--- config.mk ---
export PLATFORM = sky130hd
export DESIGN_NAME = stop_watch_core
export DESIGN_NICKNAME = d
export VERILOG_FILES = /design/src/rtl/stop_watch_core.sv
export SDC_FILE = /design/constraint.sdc
export NUM_CORES = 1
export LEC_CHECK = 0
export ABC_AREA = 1
export ABC_CLOCK_PERIOD_IN_PS = 3180
export BUFFER_PORTS_ARGS = -buffer_cell sky130_fd_sc_hd__buf_2
export CAP_MARGIN = 20
export CORE_MARGIN = 4
export CORE_UTILIZATION = 50
export CTS_BUF_LIST = sky130_fd_sc_hd__clkbuf_16
export DETAILED_ROUTE_END_ITERATION = 16
export PLACE_DENSITY = 0.72
export SLEW_MARGIN = 20
export SYNTH_ARGS = -nofsm -noshare
export SYNTH_HDL_FRONTEND = slang
export SYNTH_SLANG_ARGS = --single-unit
--- constraint.sdc ---
create_clock -name clk -period 3.18 [get_ports clk]
set_input_delay 0 -clock clk [delete_from_list [all_inputs] [get_ports clk]]
set_output_delay 0 -clock clk [all_outputs]
set_load 0.01 [all_outputs]
--- src/rtl/stop_watch_core.sv ---
// Parametrised BCD stopwatch/countdown engine with preset load, up/down mode and wrap/done flags.
// Optional lap capture is built only when SW_LAP_EN is defined.
module stop_watch_core #(
    parameter int NDIG = 4,
    parameter int DVSR = 5_000_000,
    parameter int PW   = 23
) (
    input  logic              clk,
    input  logic              reset,
    input  logic              go,
    input  logic              clr,
    input  logic              up,
    input  logic              load,
    input  logic [4*NDIG-1:0] load_val,
    input  logic              lap,
    output logic [4*NDIG-1:0] d,
    output logic [4*NDIG-1:0] lap_d,
    output logic              lap_valid,
    output logic              tick,
    output logic              wrap,
    output logic              done
);

    localparam int W = 4 * NDIG;
    localparam logic [PW-1:0] PMAX = PW'(DVSR - 1);

    logic [PW-1:0] presc;
    logic          tick_int;

    assign tick_int = go && (presc == PMAX);

    function automatic logic [W-1:0] bcd_inc(input logic [W-1:0] v);
        logic [W-1:0] r;
        logic         c;
        r = v;
        c = 1'b1;
        for (int unsigned i = 0; i < NDIG; i++) begin
            if (c) begin
                if (v[4*i +: 4] == 4'd9) begin
                    r[4*i +: 4] = 4'd0;
                end else begin
                    r[4*i +: 4] = v[4*i +: 4] + 4'd1;
                    c = 1'b0;
                end
            end
        end
        return r;
    endfunction

    function automatic logic [W-1:0] bcd_dec(input logic [W-1:0] v);
        logic [W-1:0] r;
        logic         b;
        r = v;
        b = 1'b1;
        for (int unsigned i = 0; i < NDIG; i++) begin
            if (b) begin
                if (v[4*i +: 4] == 4'd0) begin
                    r[4*i +: 4] = 4'd9;
                end else begin
                    r[4*i +: 4] = v[4*i +: 4] - 4'd1;
                    b = 1'b0;
                end
            end
        end
        return r;
    endfunction

    function automatic logic [W-1:0] bcd_sat(input logic [W-1:0] v);
        logic [W-1:0] r;
        r = v;
        for (int unsigned i = 0; i < NDIG; i++) begin
            if (v[4*i +: 4] > 4'd9) begin
                r[4*i +: 4] = 4'd9;
            end
        end
        return r;
    endfunction

    function automatic logic all_nines(input logic [W-1:0] v);
        logic a;
        a = 1'b1;
        for (int unsigned i = 0; i < NDIG; i++) begin
            if (v[4*i +: 4] != 4'd9) begin
                a = 1'b0;
            end
        end
        return a;
    endfunction

    always_ff @(posedge clk or posedge reset) begin
        if (reset) begin
            presc <= '0;
            d     <= '0;
            tick  <= 1'b0;
            wrap  <= 1'b0;
            done  <= 1'b0;
        end else begin
            tick <= 1'b0;
            wrap <= 1'b0;
            if (clr) begin
                presc <= '0;
                d     <= '0;
                done  <= 1'b0;
            end else if (load) begin
                presc <= '0;
                d     <= bcd_sat(load_val);
                done  <= 1'b0;
            end else if (go) begin
                presc <= tick_int ? '0 : presc + 1'b1;
                if (tick_int) begin
                    tick <= 1'b1;
                    if (up) begin
                        d    <= bcd_inc(d);
                        wrap <= all_nines(d);
                        done <= 1'b0;
                    end else if (d == '0) begin
                        // Countdown parked at zero: hold, keep done asserted, still pulse tick.
                        done <= 1'b1;
                    end else begin
                        d <= bcd_dec(d);
                        if (d == W'(1)) begin
                            done <= 1'b1;
                        end
                    end
                end
            end
        end
    end

`ifdef SW_LAP_EN
    // Captures the register value before any same-cycle tick update.
    always_ff @(posedge clk or posedge reset) begin
        if (reset) begin
            lap_d     <= '0;
            lap_valid <= 1'b0;
        end else if (clr) begin
            lap_d     <= '0;
            lap_valid <= 1'b0;
        end else if (lap) begin
            lap_d     <= d;
            lap_valid <= 1'b1;
        end
    end
`else
    logic lap_unused;
    assign lap_unused = lap;
    assign lap_d      = '0;
    assign lap_valid  = 1'b0;
`endif

endmodule

=== Word-level counts from Yosys, hierarchy flattened ===
Index checks and enable logic that the tools add are counted.

* $add $sub $neg: 9
* $lt $le $gt $ge: 4
* Muxes and demuxes: 91
* Reduce and logical (&&, ||, !) cells: 17
* Equality and inequality tests: 14

{| class="wikitable"
|+ Operators by type and width
! kind !! number
|-
| two-way mux 16 bit || 6
|-
| two-way mux 23 bit || 4
|-
| two-way mux 4 bit || 18
|-
| two-way mux 1 bit || 63
|-
| adder 23 x 1 -> 23 bit, second input constant || 1
|-
| == test 23 bit, second input constant || 1
|-
| inequality test 4 bit, second input constant || 5
|-
| adder 4 x 1 -> 4 bit, second input constant || 4
|-
| == test 16 x 1 -> 1 bit, second input constant || 1
|-
| == test 4 bit, second input constant || 4
|-
| greater-than comparator 4 bit, second input constant || 4
|-
| zero test 16 bit || 1
|-
| zero test 4 bit || 4
|-
| subtractor 4 x 1 -> 4 bit, second input constant || 4
|-
| AND reduction 5 bit || 3
|-
| inequality test 4 x 2 -> 1 bit, second input constant || 3
|-
| nonzero test 4 bit || 3
|-
| AND reduction 3 bit || 2
|-
| nonzero test 3 bit || 2
|-
| nonzero test 5 bit || 1
|-
| logical AND 1 bit || 1
|}

* Bits of input ports: 23
* Output and inout bits: 36
* Register bits after elaboration: 42

=== Depth between registers and ports, before layout ===
Gate-level depths: netlist of the first run.

* Depth in word-level cells: 29
* Depth in mapped cells: 11

=== Worst setup path before layout of the first run ===
Ideal clock, no wire load.

* Path type: reg2reg
* From: reg d[0]
* To: reg d[14]
* Clock period less this slack: 1.595 ns
* Path buffers: 0
* Arrival: 1.479 ns
* Stages on the path, launching flop included: 12
* Slack: 1.585 ns
* Data required time: 3.064 ns
* Cell sequence: dfrtp_1 inv_1 ha_1 nand2_2 nor2_4 nand2_1 nand2_1 nand2_1 inv_1 nand3_2 nand2_1 nand2_1

* Longest elaborated chain between the ends: 24
* Elaborated cells between the ends (all ways): 46
* Those cells by class: eq/ne (3); mux (39); reduce/logical (4)

{| class="wikitable"
|+ RTL lines
! element !! line !! source
|-
| from (decl) || 16 || <nowiki>output logic [4*NDIG-1:0] d,</nowiki>
|-
| from (signal assigned) || 106 || <nowiki>d <= bcd_sat(load_val);</nowiki>
|-
| from (signal assigned) || 113 || <nowiki>d <= bcd_inc(d);</nowiki>
|-
| from (signal assigned) || 120 || <nowiki>d <= bcd_dec(d);</nowiki>
|-
| zero test 4 bit || 57 || <nowiki>if (v[4*i +: 4] == 4'd0) begin</nowiki>
|-
| two-way mux 1 bit || 57 ||
|-
| two-way mux 1 bit || 116 || <nowiki>end else if (d == '0) begin</nowiki>
|-
| two-way mux 1 bit || 112 || <nowiki>if (up) begin</nowiki>
|-
| two-way mux 1 bit || 110 || <nowiki>if (tick_int) begin</nowiki>
|-
| two-way mux 1 bit || 108 || <nowiki>end else if (go) begin</nowiki>
|-
| two-way mux 1 bit || 104 || <nowiki>end else if (load) begin</nowiki>
|-
| two-way mux 1 bit || 100 || <nowiki>if (clr) begin</nowiki>
|-
| [... 8 more ...] || n/a ||
|-
| two-way mux 1 bit || 116 ||
|-
| two-way mux 1 bit || 112 ||
|-
| two-way mux 1 bit || 110 ||
|-
| two-way mux 1 bit || 108 ||
|-
| two-way mux 1 bit || 104 ||
|-
| two-way mux 1 bit || 100 ||
|-
| nonzero test 4 bit (no line) || n/a ||
|-
| AND reduction 5 bit (no line) * || n/a ||
|}

Every way passes the cells marked *; elsewhere a longest branch is shown, timed or not. The select of a mux whose other input is x is not followed.
A chain may end at the register's enable or synchronous reset.

=== Worst setup path in the final report of the first run ===
* From: reg presc[0]
* To: reg d[5]

* Longest elaborated chain between the ends: 4

{| class="wikitable"
|+ RTL lines
! element !! line !! source
|-
| from (decl) || 27 || <nowiki>logic [PW-1:0] presc;</nowiki>
|-
| from (signal assigned) || 109 || <nowiki>presc <= tick_int ? '0 : presc + 1'b1;</nowiki>
|-
| == test 23 bit || 30 || <nowiki>assign tick_int = go && (presc == PMAX);</nowiki>
|-
| logical AND 1 bit || 30 ||
|-
| nonzero test 3 bit (no line) || n/a ||
|-
| AND reduction 5 bit (no line) || n/a ||
|}

Every way passes these cells.

==> flow_metrics.env, run 1 <==
export IMPL_grt_ovfl_total=0
export IMPL_grt_pass1_wl_um=13280
export IMPL_cts_sinks=42
export IMPL_postCtsResizedCells=0
export IMPL_routedWlPerCell_um=12.47
export IMPL_mostFrequentLayoutCells="149 x nand2_1, 71 x nor2_1, 50 x inv_1"
export IMPL_synth_area_top_cells="dfrtp_1 32%, nand2_1 17%, nor2_1 8.2%, nand3_1 7.2%, inv_1 5.8%"
export IMPL_critPathCaptureType="flop"
export IMPL_final_common_cell="nand2_1"
export IMPL_synth_top_area_share_pct=32.38
export IMPL_first_iter_violations=139
export IMPL_clock_latency_ns=0.29
export IMPL_vias=3167
export IMPL_drt_wl_total_um=7632
export IMPL_diodes=0
export IMPL_syn_area_um2=3246
export IMPL_fin_setup_tns_ns=0
export IMPL_p_seq_share_pct=41.7
export IMPL_yosysTopAreaCell="dfrtp_1"
export IMPL_postCtsSetupRepairBufs=0
export IMPL_rr_worst_depth=10
export IMPL_hold_class="in -> reg"
export IMPL_swShare_pct=34.06
export IMPL_final_setup_viol_count=0
export IMPL_ant_nets=0
export IMPL_drv_slew=0
export IMPL_port_buffers=40
export IMPL_reg2reg_from="presc[0]"
export IMPL_grtUsageTotal_pct=21.30
export IMPL_critPathKind="reg -> reg"
export IMPL_fin_crit_ns=1.841
export IMPL_clkPwrFrac_pct=34.5
export IMPL_dieWidth_um=88.57
export IMPL_synth_yosys_warnings=0
export IMPL_r2r_end="d[5]"
export IMPL_antenna_found_initial=0
export IMPL_syn_inst=493
export IMPL_critPathArrivalTime_ns=2.01
export IMPL_via_per_inst=5.175
export IMPL_post_route_period_util_pct=57.90
export IMPL_yosys_cell_types_count=36
export IMPL_cts_root_buf="clkbuf_16"
export IMPL_grt_max_degree=43
export IMPL_dpl_cell_area_um2=3445
export IMPL_comb_power_share_pct=23.8
export IMPL_finClkSkew_ns=0.004563
export IMPL_cp_max_fo=19
export IMPL_dp_cells=603
export IMPL_internal_power_uw=969.5
export IMPL_cp_start_kind="flop"
export IMPL_io_pins=59
export IMPL_drv_cap=0
export IMPL_r2r_slack_ns=1.34
export IMPL_rsz0062_at_grt="no"
export IMPL_place_hpwl_um=5790
export IMPL_leakage_nw=1.825
export IMPL_synth_area_per_cell_um2=6.583
export IMPL_numCtsBuffers=5
export IMPL_drive_gt1_share_pct=14.95
export IMPL_drc_errors=0
export IMPL_startpoint="presc[0]"
export IMPL_start_util_pct=51.41
export IMPL_cts_tree="done"
export IMPL_firstDrtPassIters=4
export IMPL_nets=561
export IMPL_dieArea_um2=7845
export IMPL_grt_pass1_vias=2976
export IMPL_htreeDepth=2
export IMPL_final_area_um2=3597
export IMPL_required_ns=3.35
export IMPL_holdWs_ns=0.06705
export IMPL_power_density_nw_per_um2=408.7
export IMPL_yosysSeqAreaShare_pct=32.38
export IMPL_slew_headroom_pct=63.28
export IMPL_tightest_slew_ns=0.5508
export IMPL_clock_path_buffers=2
export IMPL_cts_clk_slew_worst_paths_ns=0.06
export IMPL_hold_viol=0
export IMPL_gp_congestion=0.8995
export IMPL_p_sw_uw=500.7
export IMPL_fp_coreArea_um2=6314
export IMPL_ys_seq_elements=42
export IMPL_final_util_pct=56.98
export IMPL_fmax_ghz=0.5431
export IMPL_vdd_ir_drop_max_uv=259.2
export IMPL_area_delta_synth_final_pct=10.83
export IMPL_rows=29
export IMPL_fill_cells=616
export IMPL_final_cells=612
export IMPL_die_h_um=88.57
export IMPL_endpoint="d[5]"
export IMPL_outcome="finished clean"
worst max-delay path, stage by stage (launching register included):
cell     delay (ns)
dfrtp_1        0.39
ha_1           0.22
inv_1          0.07
nor2_1         0.11
nand2_1        0.06
nor2_1         0.08
nand3_1        0.16
nand2_4        0.27
nand3_2        0.22
nand2_1        0.10
o21ai_1        0.06
cell families after synthesis:
logic type	synth area share, %
buffers and inverters	11.37
and+or+nand+nor	43.33
adders and majority gates	1.542
other	0.1155
AOI/OAI and AO/OA	9.098
DFF	32.38
xor gates and xnor gates	2.159
routing by layer:
metal  share of wire, %  up-vias  GRT usage, %
li1                   -     1619             -
met1                 44     1456         27.29
met2                 48       80         36.44
met3                6.0       12         3.073
met4                1.7        0         7.830
met5                  0        -             0
synth_stat cells, drive strengths merged:
library cell / instances
o21ai: 30
ha: 4
a31oi: 2
nand3: 51
a22oi: 3
xnor2: 3
nand4: 7
clkbuf: 3
inv: 53
conb: 1
nor2: 86
o21bai: 1
a21oi: 13
nor4: 1
nand2: 155
o211ai: 3
xor2: 5
nor3: 7
dfrtp: 42
o211a: 1
buf: 21
nor3b: 1
worst min path at each step:
stage	startpoint	end	slack (ns)	depth (start not counted)
2_1_floorplan	clr	d[2]	0.15	3
3_3_place_gp	reset	presc[10]	0.17	3
3_5_place_dp	reset	presc[7]	0.17	3
4_1_cts	go	presc[0]	0.07	3
5_1_grt	go	presc[0]	0.08	3
6_report	load_val[10]	d[10]	0.07	5
flip-flops by register name, indices dropped and copies added (netlist names):
| register | flops |
|---|---|
| d | 16 |
| done | 1 |
| wrap | 1 |
| tick | 1 |
| presc | 23 |
repair_timing:
item	4_1_cts	5_1_grt
setup endpoints to repair	0	0
hold buffers	1	0
hold endpoints to repair	42	0
final cells by class:
class	count	area [um2]	area share, %
clock buffer	5	125.1	3.478
inverter	53	203.9	5.670
multi-input combinational	390	1886	52.42
sequential	42	1051	29.22
timing repair buffer	42	217.7	6.052
clock inverter	3	17.52	0.4870
tap	77	96.34	2.678
power groups by stage:
| stage | Clock, mW | Combinational [mW] | Sequential [mW] |
|---|---|---|---|
| 6_report | 0.507 | 0.349 | 0.614 |
| 3_3_place_gp | 0 | 0.342 | 0.621 |
| 4_1_cts | 0.513 | 0.351 | 0.613 |
| 3_5_place_dp | 0 | 0.350 | 0.622 |
| 2_1_floorplan | 0 | 0.259 | 0.624 |
| 5_1_grt | 0.543 | 0.398 | 0.621 |
metrics by stage:
stage               setup WS, ns  total power [mW]
finish                     1.339             1.470
global route               1.091             1.561
CTS                        1.325             1.477
detailed placement         1.352            0.9710
global placement           1.374            0.9630
floorplan                  1.585            0.8823
Power figures use the tool's default switching activity.
==> run 2: changes to the inputs <==
--- a/config.mk
+++ b/config.mk
@@ -6,7 +6,7 @@
 export NUM_CORES = 1
 export LEC_CHECK = 0
 export ABC_AREA = 1
-export ABC_CLOCK_PERIOD_IN_PS = 3180
+export ABC_CLOCK_PERIOD_IN_PS = 1900
 export BUFFER_PORTS_ARGS = -buffer_cell sky130_fd_sc_hd__buf_2
 export CAP_MARGIN = 20
 export CORE_MARGIN = 4
==> constraint.sdc (replaced) <==
create_clock -name clk -period 1.9 [get_ports clk]
set_input_delay 0 -clock clk [delete_from_list [all_inputs] [get_ports clk]]
set_output_delay 0 -clock clk [all_outputs]
set_load 0.01 [all_outputs]
==> run 2 against run 1 <==
  * Global-route usage about the same
  * First-iteration DRC count rose by 40%
  * Routed wire length is 3.2% higher
  * Non-clock buffer count up 9
  * Clock skew grew 0.0025 ns
  * Sequential power is 68% higher
  * Critical path depth unchanged
  * Die area did not move
  * Register-to-register slack got worse by 1.2 ns
  * Largest power group unchanged
==> flow_metrics.env, run 2 (synthesis gave the netlist of run 1 again) <==
export IMPL_final_area_um2=3675
export IMPL_internal_power_mw=1.636
export IMPL_fill_cells=639
export IMPL_grt_pass1_vias=2911
export IMPL_largest_register="presc"
export IMPL_outcome="finished clean"
export IMPL_diodes=0
export IMPL_comb_power_share_pct=24.9
export IMPL_mostFrequentLayoutCells="149 x nand2_1, 71 x nor2_1, 50 x inv_1"
export IMPL_largest_reg_flops=23
export IMPL_final_setup_viol_count=0
export IMPL_vias=3187
export IMPL_grt_max_degree=20
export IMPL_cts_root_buf="clkbuf_16"
export IMPL_r2r_end="d[7]"
export IMPL_reg_top3="presc (23), d (16)"
export IMPL_hold_class="in -> reg"
export IMPL_p_sw_uw=817.9
export IMPL_fin_setup_tns_ns=0
export IMPL_die_h_um=88.57
export IMPL_routedWlPerCell_um=12.69
export IMPL_clock_path_buffers=2
export IMPL_crit_path_top_delay_cell="dfrtp_1"
export IMPL_start_util_pct=51.41
export IMPL_fin_crit_ns=1.764
export IMPL_fp_coreArea_um2=6314
export IMPL_finClkSkew_ns=0.007025
export IMPL_startpoint="presc[0]"
export IMPL_grtUsageTotal_pct=21.28
export IMPL_post_route_period_util_pct=92.83
export IMPL_area_delta_synth_final_pct=13.22
export IMPL_slowest_delay_ns=0.38
export IMPL_final_common_cell="nand2_1"
export IMPL_critPathKind="reg -> reg"
export IMPL_fmax_ghz=0.5670
export IMPL_numCtsBuffers=5
export IMPL_antenna_found_initial=0
export IMPL_grt_ovfl_total=0
export IMPL_dpl_cell_area_um2=3497
export IMPL_tightest_slew_ns=0.5504
export IMPL_drive_gt1_share_pct=16.73
export IMPL_reg2reg_from="presc[0]"
export IMPL_vdd_ir_drop_max_uv=537.2
export IMPL_first_iter_violations=194
export IMPL_cts_clk_slew_worst_paths_ns=0.06
export IMPL_pre_cts_ws_ns=0.1351
export IMPL_grt_pass1_wl_um=13210
export IMPL_place_hpwl_um=6031
export IMPL_cp_max_fo=11
export IMPL_drc_errors=0
export IMPL_rr_worst_depth=10
export IMPL_p_seq_share_pct=41.8
export IMPL_path_cells="ha_1, inv_1, nor2_1, nand2_1, nor2_1, nand3_1, nand2_4, nand3_2, nand2_1, o21ai_1"
export IMPL_cp_start_kind="flop"
export IMPL_leakage_nw=1.862
export IMPL_port_buffers=40
export IMPL_required_ns=2.07
export IMPL_holdWs_ns=0.06147
export IMPL_critPathArrivalTime_ns=1.93
export IMPL_drt_wl_total_um=7880
export IMPL_nets=570
export IMPL_final_cells=621
export IMPL_gp_congestion=0.8927
export IMPL_endpoint="d[7]"
export IMPL_io_pins=59
export IMPL_via_per_inst=5.132
export IMPL_drv_slew=0
export IMPL_swShare_pct=33.34
export IMPL_r2r_slack_ns=0.14
export IMPL_critPathCaptureType="flop"
export IMPL_total_power_mw=2.454
export IMPL_hold_start="load_val[10]"
export IMPL_dieArea_um2=7845
export IMPL_setup_ws_ns=0.1362
export IMPL_cts_tree="done"
export IMPL_drv_cap=0
export IMPL_cts_sinks=42
export IMPL_firstDrtPassIters=4
export IMPL_dp_cells=610
export IMPL_clock_latency_ns=0.28
export IMPL_hold_viol=0
export IMPL_ant_nets=0
export IMPL_final_util_pct=58.20
export IMPL_slew_headroom_pct=63.08
export IMPL_clkPwrFrac_pct=33.2
export IMPL_power_density_nw_per_um2=667.7
export IMPL_rows=29
export IMPL_hold_depth=5
export IMPL_htreeDepth=2
export IMPL_dieWidth_um=88.57
[run 2: power groups by stage]
stage / registers (mW) / clock network (mW) / logic (mW)
floorplan: 1.04 / 0 / 0.433
global placement: 1.04 / 0 / 0.593
detailed placement: 1.04 / 0 / 0.604
CTS: 1.02 / 0.829 / 0.609
global route: 1.04 / 0.875 / 0.695
finish: 1.03 / 0.815 / 0.612
[run 2: area by class of cell]
| type | instances | area (um2) | area share [%] |
|---|---|---|---|
| inverters | 53 | 203.9 | 5.550 |
| well taps | 77 | 96.34 | 2.622 |
| repair buffers | 51 | 285.3 | 7.763 |
| flip-flops and latches | 42 | 1054 | 28.67 |
| clock inverters | 3 | 12.51 | 0.3405 |
| clock buffers | 5 | 125.1 | 3.405 |
| multi-input cells | 390 | 1898 | 51.65 |
[run 2: critical path, delay by kind of cell (launching register included)]
family,cells,cell delay [ns]
AND/OR/NAND/NOR,7,0.93
flip-flops,1,0.38
adder cells (fa/ha/maj),1,0.21
AO/OA/AOI/OAI,1,0.06
buffers and inverters,1,0.06
[run 2: how the worst min path moves through the flow]
stage,endpoint
6_report,d[10]
5_1_grt,d[10]
4_1_cts,d[10]
3_5_place_dp,presc[11]
3_3_place_gp,presc[11]
2_1_floorplan,d[2]
[run 2: timing repair]
action / CTS / global route
resized for setup: 0 / 5
hold buffers: 1 / 0
buffers inserted: 0 / 2
endpoints found under the setup margin: 0 / 13
endpoints found under the hold margin: 12 / 0
[run 2: routing by layer]
| metal | part of all wire (%) | up-vias | track usage, % |
|---|---|---|---|
| met4 | 0.95 | 0 | 5.357 |
| li1 | - | 1646 | - |
| met2 | 50 | 68 | 37.46 |
| met5 | 0 | - | 0 |
| met3 | 4.2 | 7 | 3.538 |
| met1 | 45 | 1466 | 27.14 |
==> run 3: changes to the inputs <==
--- a/config.mk
+++ b/config.mk
@@ -5,7 +5,6 @@
 export SDC_FILE = /design/constraint.sdc
 export NUM_CORES = 1
 export LEC_CHECK = 0
-export ABC_AREA = 1
 export ABC_CLOCK_PERIOD_IN_PS = 1900
 export BUFFER_PORTS_ARGS = -buffer_cell sky130_fd_sc_hd__buf_2
 export CAP_MARGIN = 20
==> run 3 against run 2 <==
  * The run now ends with negative setup slack left
  * Via count increased by 15%
  * Sequential share of layout area shrank 6.1 points
  * Maximum frequency decreased by 18%
  * Critical path depth fell by 3
  * Sequential power shrank 8%
  * Synthesized area grew 3.3%
  * Global-route usage is 3.3 points higher
  * Critical endpoint is now d[5]
==> flow_metrics.env, run 3 <==
export IMPL_internal_power_mw=1.864
export IMPL_mostFrequentLayoutCells="76 x buf_4, 40 x dfrtp_1, 40 x buf_2"
export IMPL_htreeDepth=2
export IMPL_cp_max_fo=5
export IMPL_routedWlPerCell_um=18.75
export IMPL_leakage_nw=2.025
export IMPL_nets=534
export IMPL_final_common_cell="buf_4"
export IMPL_dieWidth_um=89.88
export IMPL_vias=3656
export IMPL_clock_latency_ns=0.29
export IMPL_fin_crit_ns=2.164
export IMPL_synth_top_area_share_pct=31.35
export IMPL_async_flop_share_pct=100.0
export IMPL_synth_yosys_warnings=0
export IMPL_p_sw_uw=774.0
export IMPL_fmax_ghz=0.4622
export IMPL_ys_seq_elements=42
export IMPL_grt_ovfl_total=0
export IMPL_largest_register="presc"
export IMPL_hold_class="in -> reg"
export IMPL_total_power_mw=2.638
export IMPL_post_route_period_util_pct=113.9
export IMPL_cp_start_kind="flop"
export IMPL_largest_reg_flops=23
export IMPL_drive_gt1_share_pct=38.19
export IMPL_cts_root_buf="clkbuf_16"
export IMPL_dieArea_um2=8078
export IMPL_cts_tree="done"
export IMPL_diodes=0
export IMPL_grt_pass1_wl_um=16550
export IMPL_yosys_cell_types_count=70
export IMPL_clkPwrFrac_pct=36.8
export IMPL_comb_power_share_pct=27.3
export IMPL_final_util_pct=72.59
export IMPL_drv_cap=0
export IMPL_critPathArrivalTime_ns=2.34
export IMPL_vdd_ir_drop_max_uv=474.6
export IMPL_first_iter_violations=416
export IMPL_cts_sinks=42
export IMPL_syn_area_um2=3352
export IMPL_antenna_found_initial=0
export IMPL_firstDrtPassIters=7
export IMPL_slew_headroom_pct=17.63
export IMPL_post_synth_top_count_cell="dfrtp_1"
export IMPL_numCtsBuffers=5
export IMPL_p_seq_share_pct=35.9
export IMPL_drc_errors=0
export IMPL_tightest_slew_ns=1.231
export IMPL_yosys_top_cells_count="42 x dfrtp_1, 37 x nor2_1, 21 x nand2_1"
export IMPL_required_ns=2.08
export IMPL_outcome="complete, but fails checks"
export IMPL_fp_coreArea_um2=6422
export IMPL_place_hpwl_um=7000
export IMPL_yosysSeqAreaShare_pct=31.35
export IMPL_start_util_pct=52.19
export IMPL_grt_max_degree=34
export IMPL_gp_congestion=0.9438
export IMPL_synth_area_per_cell_um2=8.318
export IMPL_setup_ws_ns=-0.2637
export IMPL_rsz0062_at_grt="yes"
export IMPL_failed_checks="negative setup slack"
export IMPL_critPathCaptureType="flop"
export IMPL_ys_flop_type="dfrtp_1"
export IMPL_swShare_pct=29.34
export IMPL_finClkSkew_ns=0.009325
export IMPL_io_pins=59
export IMPL_cts_clk_slew_worst_paths_ns=0.06
export IMPL_grt_pass1_vias=3426
export IMPL_hold_viol=0
export IMPL_reg_top3="presc (23), d (16)"
export IMPL_die_h_um=89.88
export IMPL_power_density_nw_per_um2=565.8
export IMPL_yosysTopAreaCell="dfrtp_1"
export IMPL_syn_inst=403
export IMPL_critPathKind="reg -> reg"
export IMPL_drt_wl_total_um=10970
export IMPL_fill_cells=462
export IMPL_drv_slew=0
export IMPL_clock_path_buffers=2
export IMPL_regArea_um2=1054
export IMPL_via_per_inst=6.250
export IMPL_final_setup_viol_count=16
export IMPL_area_delta_synth_final_pct=39.08
export IMPL_ant_nets=0
export IMPL_multi_input_area_um2=2371
export IMPL_port_buffers=40
export IMPL_synth_area_top_cells="dfrtp_1 31%, nor2_1 4.1%, buf_4 4.0%, xnor2_1 3.7%, xor2_1 2.9%"
export IMPL_synth_enable_flop_cells=0
export IMPL_rows=29
export IMPL_grtUsageTotal_pct=24.60
[run 3: cell count changes after synthesis, sizes merged, moves of 9 or more]
cell,before,now
nor2b,0,9
nand2,155,21
inv,53,17
nand3,51,14
nor3,7,18
nor2,86,37
clkbuf,3,20
xnor2,3,14
a31oi,2,13
o21ai,30,16
[run 3: cell families (layout without fill, tap and decap cells)]
| kind of cell | Yosys count | in the layout | share of synthesized area [%] |
|---|---|---|---|
| simple gates | 176 | 176 | 30.91 |
| flops | 42 | 42 | 31.36 |
| other cells | 1 | 17 | 0.1119 |
| fa+ha+maj | 4 | 4 | 1.493 |
| buf+inv | 63 | 152 | 9.406 |
| mux | 8 | 8 | 2.576 |
| compound gates | 84 | 84 | 17.62 |
| xor+xnor | 25 | 25 | 6.532 |
[run 3: repair_timing]
action,CTS,global route
endpoints found under the setup margin,26,39
pin swaps,12,12
setup buffers,5,5
hold endpoints to repair,45,1
resized for setup,29,34
hold buffers,3,1
gates cloned,0,1
[run 3: layout make-up]
class,count,share of cell area (%)
Multi-Input combinational cell,314,50.86
Clock inverter,3,0.8588
Tap cell,77,2.067
Sequential cell,42,22.60
Clock buffer,5,2.684
Timing Repair Buffer,127,19.57
Inverter,17,1.369
[run 3: critical path, cell delays in order, from the launching register on]
cell,delay (ns)
dfrtp_1,0.39
nor4b_2,0.36
buf_4,0.19
nand4_1,0.09
buf_6,0.16
nor4b_4,0.38
mux2_4,0.34
o21a_1,0.16
[run 3: final timing paths]
kind / startpoint / to / slack, ns / depth (start not counted)
worst max register to register: presc[10] / d[5] / -0.26 / 7
max in group asynchronous: reset / d[0] / 1.30 / 4
min in group asynchronous: reset / d[13] / 0.11 / 3
worst max-delay path: presc[10] / d[5] / -0.26 / 7
worst min register to register: presc[21] / presc[21] / 0.62 / 2
worst min-delay path: load_val[5] / d[5] / 0.08 / 4
[run 3: power groups by stage]
| stage | combinational [mW] | sequential [mW] | clock [mW] |
|---|---|---|---|
| final | 0.720 | 0.948 | 0.969 |
| after global routing | 0.772 | 0.951 | 1.01 |
| after CTS | 0.658 | 0.946 | 0.970 |
| after detailed placement | 0.617 | 0.962 | 0 |
| after global placement | 0.604 | 0.961 | 0 |
| after floorplan | 0.389 | 0.987 | 0 |
[run 3: per-stage QoR]
stage / setup slack (ns) / cell area [um2] / cells / hold WS (ns) / setup TNS (ns)
floorplan: -0.3697 / 3431 / 419 / 0.1258 / -2.549
global route: -0.3735 / 4662 / 585 / 0.1009 / -4.685
detailed placement: -0.4154 / 4044 / 564 / -0.1429 / -4.478
CTS: -0.1884 / 4409 / 579 / -0.01802 / -1.592
finish: -0.2637 / 4662 / 585 / 0.07683 / -2.624
global placement: -0.3387 / 4044 / 564 / -0.1496 / -3.735
[run 3: per-layer routing]
metal  wire length, um  GRT usage, %  vias up  part of all wire [%]
li1                  -             -     1646                     -
met1              4482         33.25     1739                    41
met2              5211         40.04      230                    48
met3               970         5.259       41                   8.8
met4               302         6.760        0                   2.8
met5                 0             0        -                     0
